--- config.mk ---
export PLATFORM = sky130hd
export DESIGN_NAME = mul_array_scheduler
export DESIGN_NICKNAME = d
export VERILOG_FILES = /design/src/rtl/mul_array_scheduler_pkg.sv /design/src/rtl/mul_sched_loop_cnt.sv /design/src/rtl/mul_array_scheduler.sv
export SDC_FILE = /design/constraint.sdc
export NUM_CORES = 1
export LEC_CHECK = 0
export BUFFER_PORTS_ARGS = -buffer_cell sky130_fd_sc_hd__buf_2
export CORE_ASPECT_RATIO = 1.4
export CORE_MARGIN = 4
export CORE_UTILIZATION = 50
export DETAILED_ROUTE_END_ITERATION = 10
export PLACE_DENSITY = 0.76
export SLEW_MARGIN = 10
export SYNTH_ARGS = -nofsm -noshare
export SYNTH_HDL_FRONTEND = slang
export SYNTH_SLANG_ARGS = --single-unit
--- constraint.sdc ---
create_clock -name clk -period 2.5 [get_ports clk]
set_input_delay 0.125 -clock clk [delete_from_list [all_inputs] [get_ports clk]]
set_output_delay 0.125 -clock clk [all_outputs]
set_load 0.01 [all_outputs]
--- src/rtl/mul_array_scheduler_pkg.sv ---
// Shared types and sizing for the multiplier-array operand scheduler.
package mul_array_scheduler_pkg;

    localparam int F     = 4;   // weight lanes per issue
    localparam int I     = 4;   // activation lanes per issue
    localparam int CNT_W = 8;   // vector count / index width

    typedef enum logic [1:0] {IDLE, RUN, DRAIN, DONE} sched_state_t;

    typedef struct packed {
        logic             sparse;
        logic [CNT_W-1:0] num_a_vec;
        logic [CNT_W-1:0] num_w_vec;
    } sched_cfg_t;

    function automatic logic cfg_empty(input sched_cfg_t cfg);
        return (cfg.num_a_vec == '0) || (cfg.num_w_vec == '0);
    endfunction

endpackage

--- src/rtl/mul_sched_loop_cnt.sv ---
// Two-level nested counter: inner index wraps into an outer increment;
// last flags the final (outer, inner) pair of the nest.
module mul_sched_loop_cnt
    import mul_array_scheduler_pkg::*;
(
    input  logic             clk,
    input  logic             rst,
    input  logic             clr,
    input  logic             en,
    input  logic [CNT_W-1:0] num_outer,
    input  logic [CNT_W-1:0] num_inner,
    output logic [CNT_W-1:0] outer_idx,
    output logic [CNT_W-1:0] inner_idx,
    output logic             last
);

    logic inner_wrap;
    logic outer_wrap;

    assign inner_wrap = (inner_idx == num_inner - CNT_W'(1));
    assign outer_wrap = (outer_idx == num_outer - CNT_W'(1));
    assign last       = inner_wrap && outer_wrap;

    always_ff @(posedge clk) begin
        if (rst || clr) begin
            outer_idx <= '0;
            inner_idx <= '0;
        end else if (en) begin
            if (inner_wrap) begin
                inner_idx <= '0;
                outer_idx <= outer_wrap ? '0 : outer_idx + CNT_W'(1);
            end else begin
                inner_idx <= inner_idx + CNT_W'(1);
            end
        end
    end

endmodule

--- src/rtl/mul_array_scheduler.sv ---
// Walks the activation x weight loop nest for one tile and issues buffer reads
// to the multiplier array. Define MUL_SCHED_PERF_CNT_EN for issue/stall counters.
module mul_array_scheduler
    import mul_array_scheduler_pkg::*;
(
    input  logic             clk,
    input  logic             rst,
    input  logic             start,
    input  logic             sparse_mode,
    input  logic [CNT_W-1:0] num_a_vec,
    input  logic [CNT_W-1:0] num_w_vec,
    input  logic             xbar_ready,
    output logic             a_rd_en,
    output logic [CNT_W-1:0] a_rd_idx,
    output logic             w_rd_en,
    output logic [CNT_W-1:0] w_rd_idx,
    output logic             mul_sparse,
    output logic             mul_issue,
    output logic             busy,
    output logic             done
`ifdef MUL_SCHED_PERF_CNT_EN
    ,
    output logic [31:0]      perf_issue_cnt,
    output logic [31:0]      perf_stall_cnt
`endif
);

    localparam int RD_LAT = 1;

    sched_state_t state, state_nxt;
    sched_cfg_t   cfg;
    logic         start_q;
    logic         accept;
    logic [1:0]   drain_cnt;
    logic         issue;
    logic         cnt_clr;
    logic         last;

    // Start is registered together with the tile config; a second start
    // while one is pending or a tile is running is dropped.
    assign accept = start && (state == IDLE) && !start_q;

    always_ff @(posedge clk) begin
        if (rst) begin
            state     <= IDLE;
            start_q   <= 1'b0;
            cfg       <= '0;
            drain_cnt <= '0;
            mul_issue <= 1'b0;
        end else begin
            state     <= state_nxt;
            start_q   <= accept;
            mul_issue <= issue;
            drain_cnt <= (state == DRAIN) ? drain_cnt + 2'd1 : 2'd0;
            if (accept) cfg <= '{sparse: sparse_mode, num_a_vec: num_a_vec, num_w_vec: num_w_vec};
        end
    end

    always_comb begin
        state_nxt = state;
        issue     = 1'b0;
        cnt_clr   = 1'b0;
        case (state)
            IDLE: if (start_q) begin
                cnt_clr   = 1'b1;
                state_nxt = cfg_empty(cfg) ? DONE : RUN;
            end
            RUN: begin
                issue = xbar_ready;
                if (xbar_ready && last) state_nxt = DRAIN;
            end
            // buffer read plus multiplier register
            DRAIN: if (drain_cnt == 2'(RD_LAT)) state_nxt = DONE;
            DONE:  state_nxt = IDLE;
            default: state_nxt = IDLE;
        endcase
    end

    mul_sched_loop_cnt u_loop (
        .clk       (clk),
        .rst       (rst),
        .clr       (cnt_clr),
        .en        (issue),
        .num_outer (cfg.num_a_vec),
        .num_inner (cfg.num_w_vec),
        .outer_idx (a_rd_idx),
        .inner_idx (w_rd_idx),
        .last      (last)
    );

    assign a_rd_en    = issue;
    assign w_rd_en    = issue;
    assign mul_sparse = cfg.sparse;
    assign busy       = start_q || (state == RUN) || (state == DRAIN);
    assign done       = (state == DONE);

`ifdef MUL_SCHED_PERF_CNT_EN
    always_ff @(posedge clk) begin
        if (rst || (state == IDLE && start_q)) begin
            perf_issue_cnt <= '0;
            perf_stall_cnt <= '0;
        end else begin
            if (issue) perf_issue_cnt <= perf_issue_cnt + 32'd1;
            if (state == RUN && !xbar_ready) perf_stall_cnt <= perf_stall_cnt + 32'd1;
        end
    end
`endif

endmodule
# Word-level counts from Yosys, hierarchy flattened
# Index checks and enable logic that the tools add are counted.
# op_classes
n_addsub,5
eq_ne,9
n_mux,10
n_bitwise,1
reduce_logical,15
# op_table
op,count
"adder 8 x 1 -> 8 bit, second input constant",2
== test 8 bit,2
logical NOT 8 bit,2
2-to-1 mux 8 bit,2
"subtractor 8 x 1 -> 8 bit, second input constant",2
2-to-1 mux 2 bit,4
one-hot mux 2 bit (4 select lines),1
"inequality test 2 bit, second input constant",3
"== test 2 x 1 -> 1 bit, second input constant",2
"== test 2 bit, second input constant",2
logical AND 1 bit,4
logical OR 1 bit,4
2-to-1 mux 1 bit,3
AND reduction 3 bit,1
"adder 2 x 1 -> 2 bit, second input constant",1
logical NOT 2 bit,1
AND reduction 2 bit,1
OR reduction 2 bit,1
logical NOT 1 bit,1
inverter 1 bit,1
# totals
regBits,39
inputBits,21
out_inout_bits,22
elab_cells,49

# Depth between registers and ports, before layout
# Gate-level depths: netlist of run 1.
# depth
depth_word,6
depth_mapped,9
ltp_nobuf,9

# Hierarchy
# Synthesis of run 1 repeated with hierarchy kept, for this count alone.
# unflattened
hier_cells,281
area_unflattened_um2,2279.7
# modules_own_cells
module,n_inst,cells_per_inst,area_per_inst_um2,seq_area_each_um2
mul_sched_loop_cnt,1,165,1312.5,320.3
mul_array_scheduler,1,116,967.2,460.4

# Least setup slack after synthesis of run 1
# Ideal clock, no wire load.
# synth_timing
path_kind,register -> register
start,reg cfg[0] in the netlist's numbering
end,reg u_loop.outer_idx[5]
setup_time_ns,0.128
arrival_ns,2.171
required_time_ns,2.372
setup_slack_ns,0.200
stages_incl_launch_ff,10
path_buffers,0
period_less_slack_ns,2.300
path_cell_list,dfxtp_1 -> inv_1 -> ha_1 -> o21ba_1 -> a221oi_1 -> a41oi_1 -> a2111oi_4 -> nand4_1 -> xor2_1 -> nor2_1
# synth_via
elab_chain_len,3
# synth_rtl
item,line,source
"start, declared",mul_array_scheduler.sv:31,sched_cfg_t cfg;
"start signal, assigned",mul_array_scheduler.sv:55,"if (accept) cfg <= '{sparse: sparse_mode, num_a_vec: num_a_vec, num_w_vec: num_w_vec};"
subtractor 8 x 1 -> 8 bit,mul_sched_loop_cnt.sv:20,assign inner_wrap = (inner_idx == num_inner - CNT_W'(1));
== test 8 bit,mul_sched_loop_cnt.sv:20,
AND reduction 2 bit (no source line),-,
"end signal, assigned",mul_sched_loop_cnt.sv:31,outer_idx <= outer_wrap ? '0 : outer_idx + CNT_W'(1);
"end, declared",mul_sched_loop_cnt.sv:12,"output logic [CNT_W-1:0] outer_idx,"
# Every way passes these cells.
# A chain may end at the register's enable or synchronous reset.

# Worst setup path after layout of run 1
# layout_timing
start,reg cfg[9] in the netlist's numbering
end,reg state[0]
# layout_via
elab_chain_len,6
# layout_rtl
item,line,source
subtractor 8 x 1 -> 8 bit,mul_sched_loop_cnt.sv:21,assign outer_wrap = (outer_idx == num_outer - CNT_W'(1));
== test 8 bit,mul_sched_loop_cnt.sv:21,
logical AND 1 bit,mul_sched_loop_cnt.sv:22,assign last = inner_wrap && outer_wrap;
logical AND 1 bit,mul_array_scheduler.sv:70,if (xbar_ready && last) state_nxt = DRAIN;
inequality test 2 bit (no source line),-,
AND reduction 3 bit (no source line),-,
"end signal, assigned",mul_array_scheduler.sv:51,state <= state_nxt;
"end, declared",mul_array_scheduler.sv:30,"sched_state_t state, state_nxt;"
# Every way passes these cells.

==> key figures, run 1 <==
Timing
  • Final Hold Fails: 0
  • Setup_tns: 0 ps
  • Unrepaired setup endpoints after global routing: no
  • Relative slew slack: 59.6%
  • Post-layout min period: 2290 ps
  • Fmax: 0.437 GHz
  • Fin. max-slew vios: 0
  • Period utilisation layout: 91.5%
  • Clk_skew: between 3 and 4 ps
  • Setup Viol. Count Final: 0
  • Final Worst Setup Slack: 214 ps
  • Measured slew at the worst slew-check pin: 604 ps

Job
  • Max-cap viol count: 0

Clock tree
  • Clock tree sinks: 39
  • H-tree depth: 2
  • Max clock buf depth: 2
  • Skew-Pair Late Insertion Delay: between 200 and 300 ps
  • Clock transition at the registers of the reported paths: 70 ps
  • CTS tree: done
  • Clock root buffer: clkbuf_8
  • Hold-fix buffers, CTS: 0
  • Num CTS Buffers: 5

Power
  • Design Power: 0.00184 W
  • Maximum VDD drop: 379 uV
  • Power Dens Cells: 707 mW/mm^2
  • Static Leak: 1.14 nW

Synthesis
  • FFs w/ async S/R, synth: 0%
  • Syn avg cell area: 8.35 sq um
  • Synth Net Count: 301
  • Cell variety after synth: 49
  • Mapped cell area: around 0.0022 sq mm
  • Synth Flop Type: dfxtp_1
  • Cell with the most instances after synthesis: nand2_1
  • FF+latch count, synth: 39
  • Post-synth EDFFs: 0
  • Dominant cell type by area after synthesis: dfxtp_1
  • Synth area leaders: dfxtp_1 35%, nand2_1 7.6%, ha_1 6.7%
  • Top cell type's share of synthesized area: a little over a third
  • Post-synthesis sequential area ratio: 34.9%
  • Most frequent cells after synthesis: 45 x nand2_1, 39 x dfxtp_1, 25 x nor2_1, 23 x a21oi_1, 17 x xor2_1
  • Cells after Synth: roughly 270
  • Yosys warning count: 0

Worst setup path
  • Critical path arrival: 2440 ps
  • Crit-path slowest cell: dfxtp_1
  • Family with the most delay on the worst path: simple AND/OR/NAND/NOR gates
  • Worst Setup Start Kind: flip-flop
  • Worst path required time: ~2700 ps
  • Worst-path cell chain: inv_1 > ha_1 > nor2b_1 > or3_1 > a31oi_1 > o211ai_2 > o31a_1 > nor4_1 > nor3_1
  • Worst Path Max Fanout: 5
  • Endpoint class of the critical path: flip-flop
  • Worst reg2reg startpoint: cfg[9]$_SDFFE_PP0P_
  • WS Path Type: flip-flop to flip-flop
  • Critical path origin: cfg[9]$_SDFFE_PP0P_
  • Buffers and inverters on the worst path: 1
  • CP peak stage delay: 370 ps

Layout
  • Layout Nets: 346
  • Layout cells sized above 1: 21.5%
  • Design area: 0.00261 sq mm
  • Layout Cells excl Fill: about 370
  • N_diodes: 0
  • Layout overhead on the synthesized area: 16.6%
  • Filler cells: 425

Detailed routing
  • Vias per cell: around 5.4
  • Drt first pass iters: 4
  • Vias post-DR: around 2,000
  • Drt drc: 0
  • Post-DRT Antenna Nets: 0
  • DR WL/cell: about 13 um
  • Final wirelength: 4.90 mm
  • Initial DRC count: 115

Place
  • Placed Cells incl. Taps: 365
  • Dpl cell area: 0.00251 sq mm
  • Post-DP HPWL: ~3.7 mm
  • PortBufs: 42
  • Place WS: 86.0 ps
  • Routability Congestion: 0.896

Die
  • Die area: about 0.0056 sq mm
  • Num rows: 28
  • Core ar.: 0.00427 sq mm
  • Initial core utilization: 52.3%
  • Ports: 43
  • Die span in x: 64.5 um
  • Die height: a little under 90 um

Global route
  • First-pass GRT wire length: roughly 8.3 mm
  • Largest net degree at the start of global routing: 26
  • GRT overflow: 0
  • Vias in the first global route: 1,891
  • Initial antenna violation count: 0
  • Total track usage: 18.9%

Run status
  • Outcome: finished, final reports clean

Hold path
  • Hold_sp: num_w_vec[6]
  • Worst min-delay path class: input port to flip-flop
## cells by family after synthesis
family                   Yosys count  share of synthesized area (%)
adder cells (fa/ha/maj)           12                           6.71
AND/OR/NAND/NOR                  123                           28.0
XOR/XNOR                          29                           11.4
AO/OA/AOI/OAI                     45                           15.2
buffers and inverters             19                           3.41
multiplexers                       1                          0.447
flip-flops                        39                           34.9
## layer usage
layer	GRT usage (%)	wire, um
met2	34.7	2570
met1	19.8	1940
met4	10.0	167
met3	4.26	223
met5	0	0
## power breakdown
part | leakage [nW] | internal, W | switching (W) | total, W
Sequential | 0.318 | 0.000689 | 0.0000856 | 0.000775
Combinational | 0.788 | 0.000300 | 0.000388 | 0.000688
Clock | 0.0371 | 0.000186 | 0.000194 | 0.000379
Total | 1.14 | 0.00117 | 0.000668 | 0.00184
## worst register-to-register path: stages, from the launching register on
cell and delay (ps):
dfxtp_1 370, inv_1 80, ha_1 220, nor2b_1 140, or3_1 340, a31oi_1 230
o211ai_2 180, o31a_1 320, nor4_1 180, nor3_1 90
## repair_timing
item / 4_1_cts / 5_1_grt
buffers inserted: 0 / 1
setup endpoints to repair: 0 / 10
gates resized for setup: 0 / 4
## registers in the layout, summed over array words and instances (netlist names)
signal and flops:
start_q 1, mul_issue 1, mul_sparse 1, drain_cnt 2, cfg 16, u_loop.outer_idx 8
state 2, u_loop.inner_idx 8
## cell type report
cell class                      count  area, sq um  share of cell area (%)
Clock buffer                        6         72.6                    2.78
Inverter                           10         37.5                    1.44
Multi-Input combinational cell    210         1390                    53.3
Tap cell                           60         75.1                    2.88
Sequential cell                    39          782                    30.0
Timing Repair Buffer               47          251                    9.64
## cells in the final DEF (no fill, tap or decap), types with 2 or more instances in the layout
cell type and count:
nor3b_1 2, a31oi_1 2, a211o_2 3, dfxtp_1 38, ha_1 11, and4b_1 2, nor2b_1 5, and3_1 2
clkbuf_8 5, and2_1 3, xor2_1 17, nand3_1 13, nor3_1 3, buf_2 42, nand2b_1 3, o21ai_0 2
and3b_1 2, xnor2_1 12, nand2_1 45, inv_1 10, nand4_1 6, buf_4 4, a21oi_1 23, or3_1 2
nor3_2 2, nor2_1 25
## stage by stage
step,util [%],hold slack (ps)
finish,61.0,69.4
global route,61.0,68.2
CTS,60.5,63.9
detailed placement,58.8,372
global placement,58.8,366
floorplan,-,261
## path summary, 6_finish.rpt
path / to / slack, ps / cells past startpoint
worst min register to register: drain_cnt[0]$_SDFF_PP0_ / 420 / 1
worst max-delay path: state[0]$_SDFFE_PP0P_ / 210 / 9
worst min-delay path: cfg[6]$_SDFFE_PP0P_ / 70 / 3
worst max register to register: state[0]$_SDFFE_PP0P_ / 210 / 9
Power figures use the tool's default switching activity.
==> run 2: changes to the inputs <==
--- a/config.mk
+++ b/config.mk
@@ -6,11 +6,13 @@
 export NUM_CORES = 1
 export LEC_CHECK = 0
 export BUFFER_PORTS_ARGS = -buffer_cell sky130_fd_sc_hd__buf_2
+export CELL_PAD_IN_SITES_DETAIL_PLACEMENT = 1
+export CELL_PAD_IN_SITES_GLOBAL_PLACEMENT = 2
 export CORE_ASPECT_RATIO = 1.4
-export CORE_MARGIN = 4
-export CORE_UTILIZATION = 50
+export CORE_MARGIN = 2
+export CORE_UTILIZATION = 29
 export DETAILED_ROUTE_END_ITERATION = 10
-export PLACE_DENSITY = 0.76
+export PLACE_DENSITY_LB_ADDON = 0.1
 export SLEW_MARGIN = 10
 export SYNTH_ARGS = -nofsm -noshare
 export SYNTH_HDL_FRONTEND = slang
==> run 2 against run 1 <==
Hold slack better by 0.80 ps. Sequential cell count unchanged. Largest power group is now combinational cells. Count of clock-buffer cells in the layout up 1. Clock skew up 2.7 ps. Worst setup slack worse by 6.5 ps. Core utilization down 24 points. First-iteration DRC count down 69%. Cell area up 6.1%. Non-clock buffer count up 10. Sequential power down 2%. Power up 6.7%.
==> key figures, run 2 (synthesized netlist as in run 1, its figures left out) <==
Run status
  • Outcome: finished, final reports clean

Worst setup path
  • Crit-path slowest cell: a211o_2
  • Worst Setup Start Kind: flip-flop
  • Buffers and inverters on the worst path: 3 (+2)
  • Worst reg2reg startpoint: cfg[1]$_SDFFE_PP0P_
  • Worst Path Max Fanout: 8 (+3)
  • Setup crit end: u_loop.outer_idx[1]$_SDFFE_PP0P_
  • CP peak stage delay: 380 ps (about the same)
  • Worst path required time: 2680 ps (+30 ps)
  • Path depth of the worst reg2reg path: 10 (+1)
  • Endpoint class of the critical path: flip-flop
  • Critical path origin: cfg[1]$_SDFFE_PP0P_
  • Critical path arrival: 2480 ps (+40 ps)
  • Worst-path cell chain: inv_1 > ha_2 > o21ba_1 > a221oi_1 > a41oi_1 > a211o_2 > buf_4 > o31ai_4 > buf_12 > nor2_1
  • Stages on worst setup path: 10 (+1)
  • Reg2reg end: u_loop.outer_idx[1]$_SDFFE_PP0P_
  • WS Path Type: flip-flop to flip-flop
  • R2R Setup Slk: 210 ps (about the same)
  • Family with the most delay on the worst path: compound AO/OA/AOI/OAI gates

Clock tree
  • Clock transition at the registers of the reported paths: 80 ps (about the same)
  • Clock tree sinks: 39 (unchanged)
  • Hold-fix buffers, CTS: 0 (unchanged)
  • H-tree depth: 2 (unchanged)
  • Clock root buffer: clkbuf_8
  • CTS tree: done
  • Skew-Pair Late Insertion Delay: 290 ps (about the same)
  • Num CTS Buffers: 5 (unchanged)
  • Max clock buf depth: 2 (unchanged)

Global route
  • Vias in the first global route: 2,160 (+14%)
  • Largest net degree at the start of global routing: 26 (unchanged)
  • First-pass GRT wire length: 10.2 mm (+22%)
  • Initial antenna violation count: 0 (unchanged)
  • Total track usage: 15.3% (-3.6 points)
  • GRT overflow: 0 (unchanged)

Timing
  • Period utilisation layout: 91.7% (+0.26 points)
  • Relative slew slack: 56.6% (-3.0 points)
  • Clk_skew: 6.13 ps (+2.73 ps)
  • Setup_tns: 0 ps (unchanged)
  • Setup Viol. Count Final: 0 (unchanged)
  • Final Hold Fails: 0 (unchanged)
  • Unrepaired setup endpoints after global routing: no
  • Fin. max-slew vios: 0 (unchanged)
  • Fmax: 0.436 GHz (-0.28%)
  • Post-layout min period: 2290 ps (+6.48 ps)
  • Measured slew at the worst slew-check pin: 649 ps (+44.7 ps)
  • WHS: 70.2 ps (+0.797 ps)

Die
  • Die area: 0.00844 sq mm (+50%)
  • Die span in x: 78.2 um (+21%)
  • Core ar.: 0.00741 sq mm (+73%)
  • Ports: 43 (unchanged)
  • Initial core utilization: 30.2% (-22 points)
  • Num rows: 37 (+32%)
  • Die height: 108 um (+24%)

Place
  • Dpl cell area: 0.00264 sq mm (+5.0%)
  • Placed Cells incl. Taps: 411 (+13%)
  • Routability Congestion: 0.746 (-17%)
  • PortBufs: 42 (unchanged)
  • Post-DP HPWL: 4.72 mm (+27%)

Layout
  • Max FFs per register: 16 (unchanged)
  • Most frequent cells in the layout: 45 x nand2_1, 42 x buf_2, 38 x dfxtp_1
  • Biggest register: cfg
  • Most common cell after layout, fill and taps aside: nand2_1
  • N_diodes: 0 (unchanged)
  • Layout overhead on the synthesized area: 23.7%
  • Layout cells sized above 1: 24.4% (+2.9 points)
  • Layout Nets: 356 (+2.9%)
  • Layout Cells excl Fill: 421 (+13%)
  • Largest regs: cfg (16), u_loop.inner_idx (8), u_loop.outer_idx (8)
  • Core Util, Final: 37.4% (-24 points)
  • Design area: 0.00277 sq mm (+6.1%)

Detailed routing
  • Initial DRC count: 36 (-69%)
  • Drt first pass iters: 4 (unchanged)
  • Post-DRT Antenna Nets: 0 (unchanged)
  • Vias per cell: 4.84 (-10%)
  • DR WL/cell: 14.3 um (+8.5%)
  • Final wirelength: 6.02 mm (+23%)
  • Vias post-DR: 2,039 (+1.5%)
  • Drt drc: 0 (unchanged)

Power
  • Static Leak: 1.20 nW (+5.4%)
  • Maximum VDD drop: 253 uV (-33%)
  • Power Dens Cells: 711 mW/mm^2 (+0.57%)

Hold path
  • Worst min-delay path class: input port to flip-flop

Job
  • Max-cap viol count: 0 (unchanged)
## run 2: layout make-up
cell class	instances	area, sq um
clock buffer	7	76.3
clock inverter	1	5.00
fill	923	4640
inverter	10	37.5
multi-input combinational	210	1410
sequential	39	782
tap	97	121
timing repair buffer	57	339
## run 2: worst reg2reg max path, delay by kind of cell (launching register included)
family,cells,cell delay [ps]
AO/OA/AOI/OAI,5,1190
buffers and inverters,3,390
AND/OR/NAND/NOR,1,40
adder cells (fa/ha/maj),1,210
flip-flops,1,360
## run 2: layer usage
layer / wire length (um) / up-vias / track usage [%]
met1: 2380 / 972 / 16.0
li1: - / 1032 / -
met3: 171 / 6 / 2.43
met4: 62 / 0 / 4.14
met2: 3410 / 29 / 31.0
met5: 0 / - / 0
## run 2: how the worst min path moves through the flow
| stage | to | slack (ps) | cells after the start | start |
|---|---|---|---|---|
| after floorplan | cfg[15]$_SDFFE_PP0P_ | 260 | 2 | num_a_vec[7] |
| after global placement | mul_sparse$_SDFFE_PP0P_ | 370 | 3 | sparse_mode |
| after detailed placement | cfg[10]$_SDFFE_PP0P_ | 370 | 3 | num_a_vec[2] |
| after CTS | cfg[10]$_SDFFE_PP0P_ | 60 | 3 | num_a_vec[2] |
| after global routing | cfg[10]$_SDFFE_PP0P_ | 60 | 3 | num_a_vec[2] |
| final | cfg[10]$_SDFFE_PP0P_ | 70 | 3 | num_a_vec[2] |
## run 2: timing repair
item                                    CTS  global route
buffers inserted                          0             2
endpoints found under the setup margin    0             8
resized for setup                         0             7
## run 2: per-stage QoR
stage | setup WS (ps) | power (W)
finish | 207 | 0.00197
floorplan | 200 | 0.00130
detailed placement | 51.4 | 0.00156
global route | 58.2 | 0.00213
CTS | 19.0 | 0.00199
global placement | 152 | 0.00155
## run 2: report_power, final
part,leakage [nW],switching (W),internal (W)
logic,0.845,0.000444,0.000349
registers,0.318,0.0000740,0.000689
clock network,0.0422,0.000215,0.000196
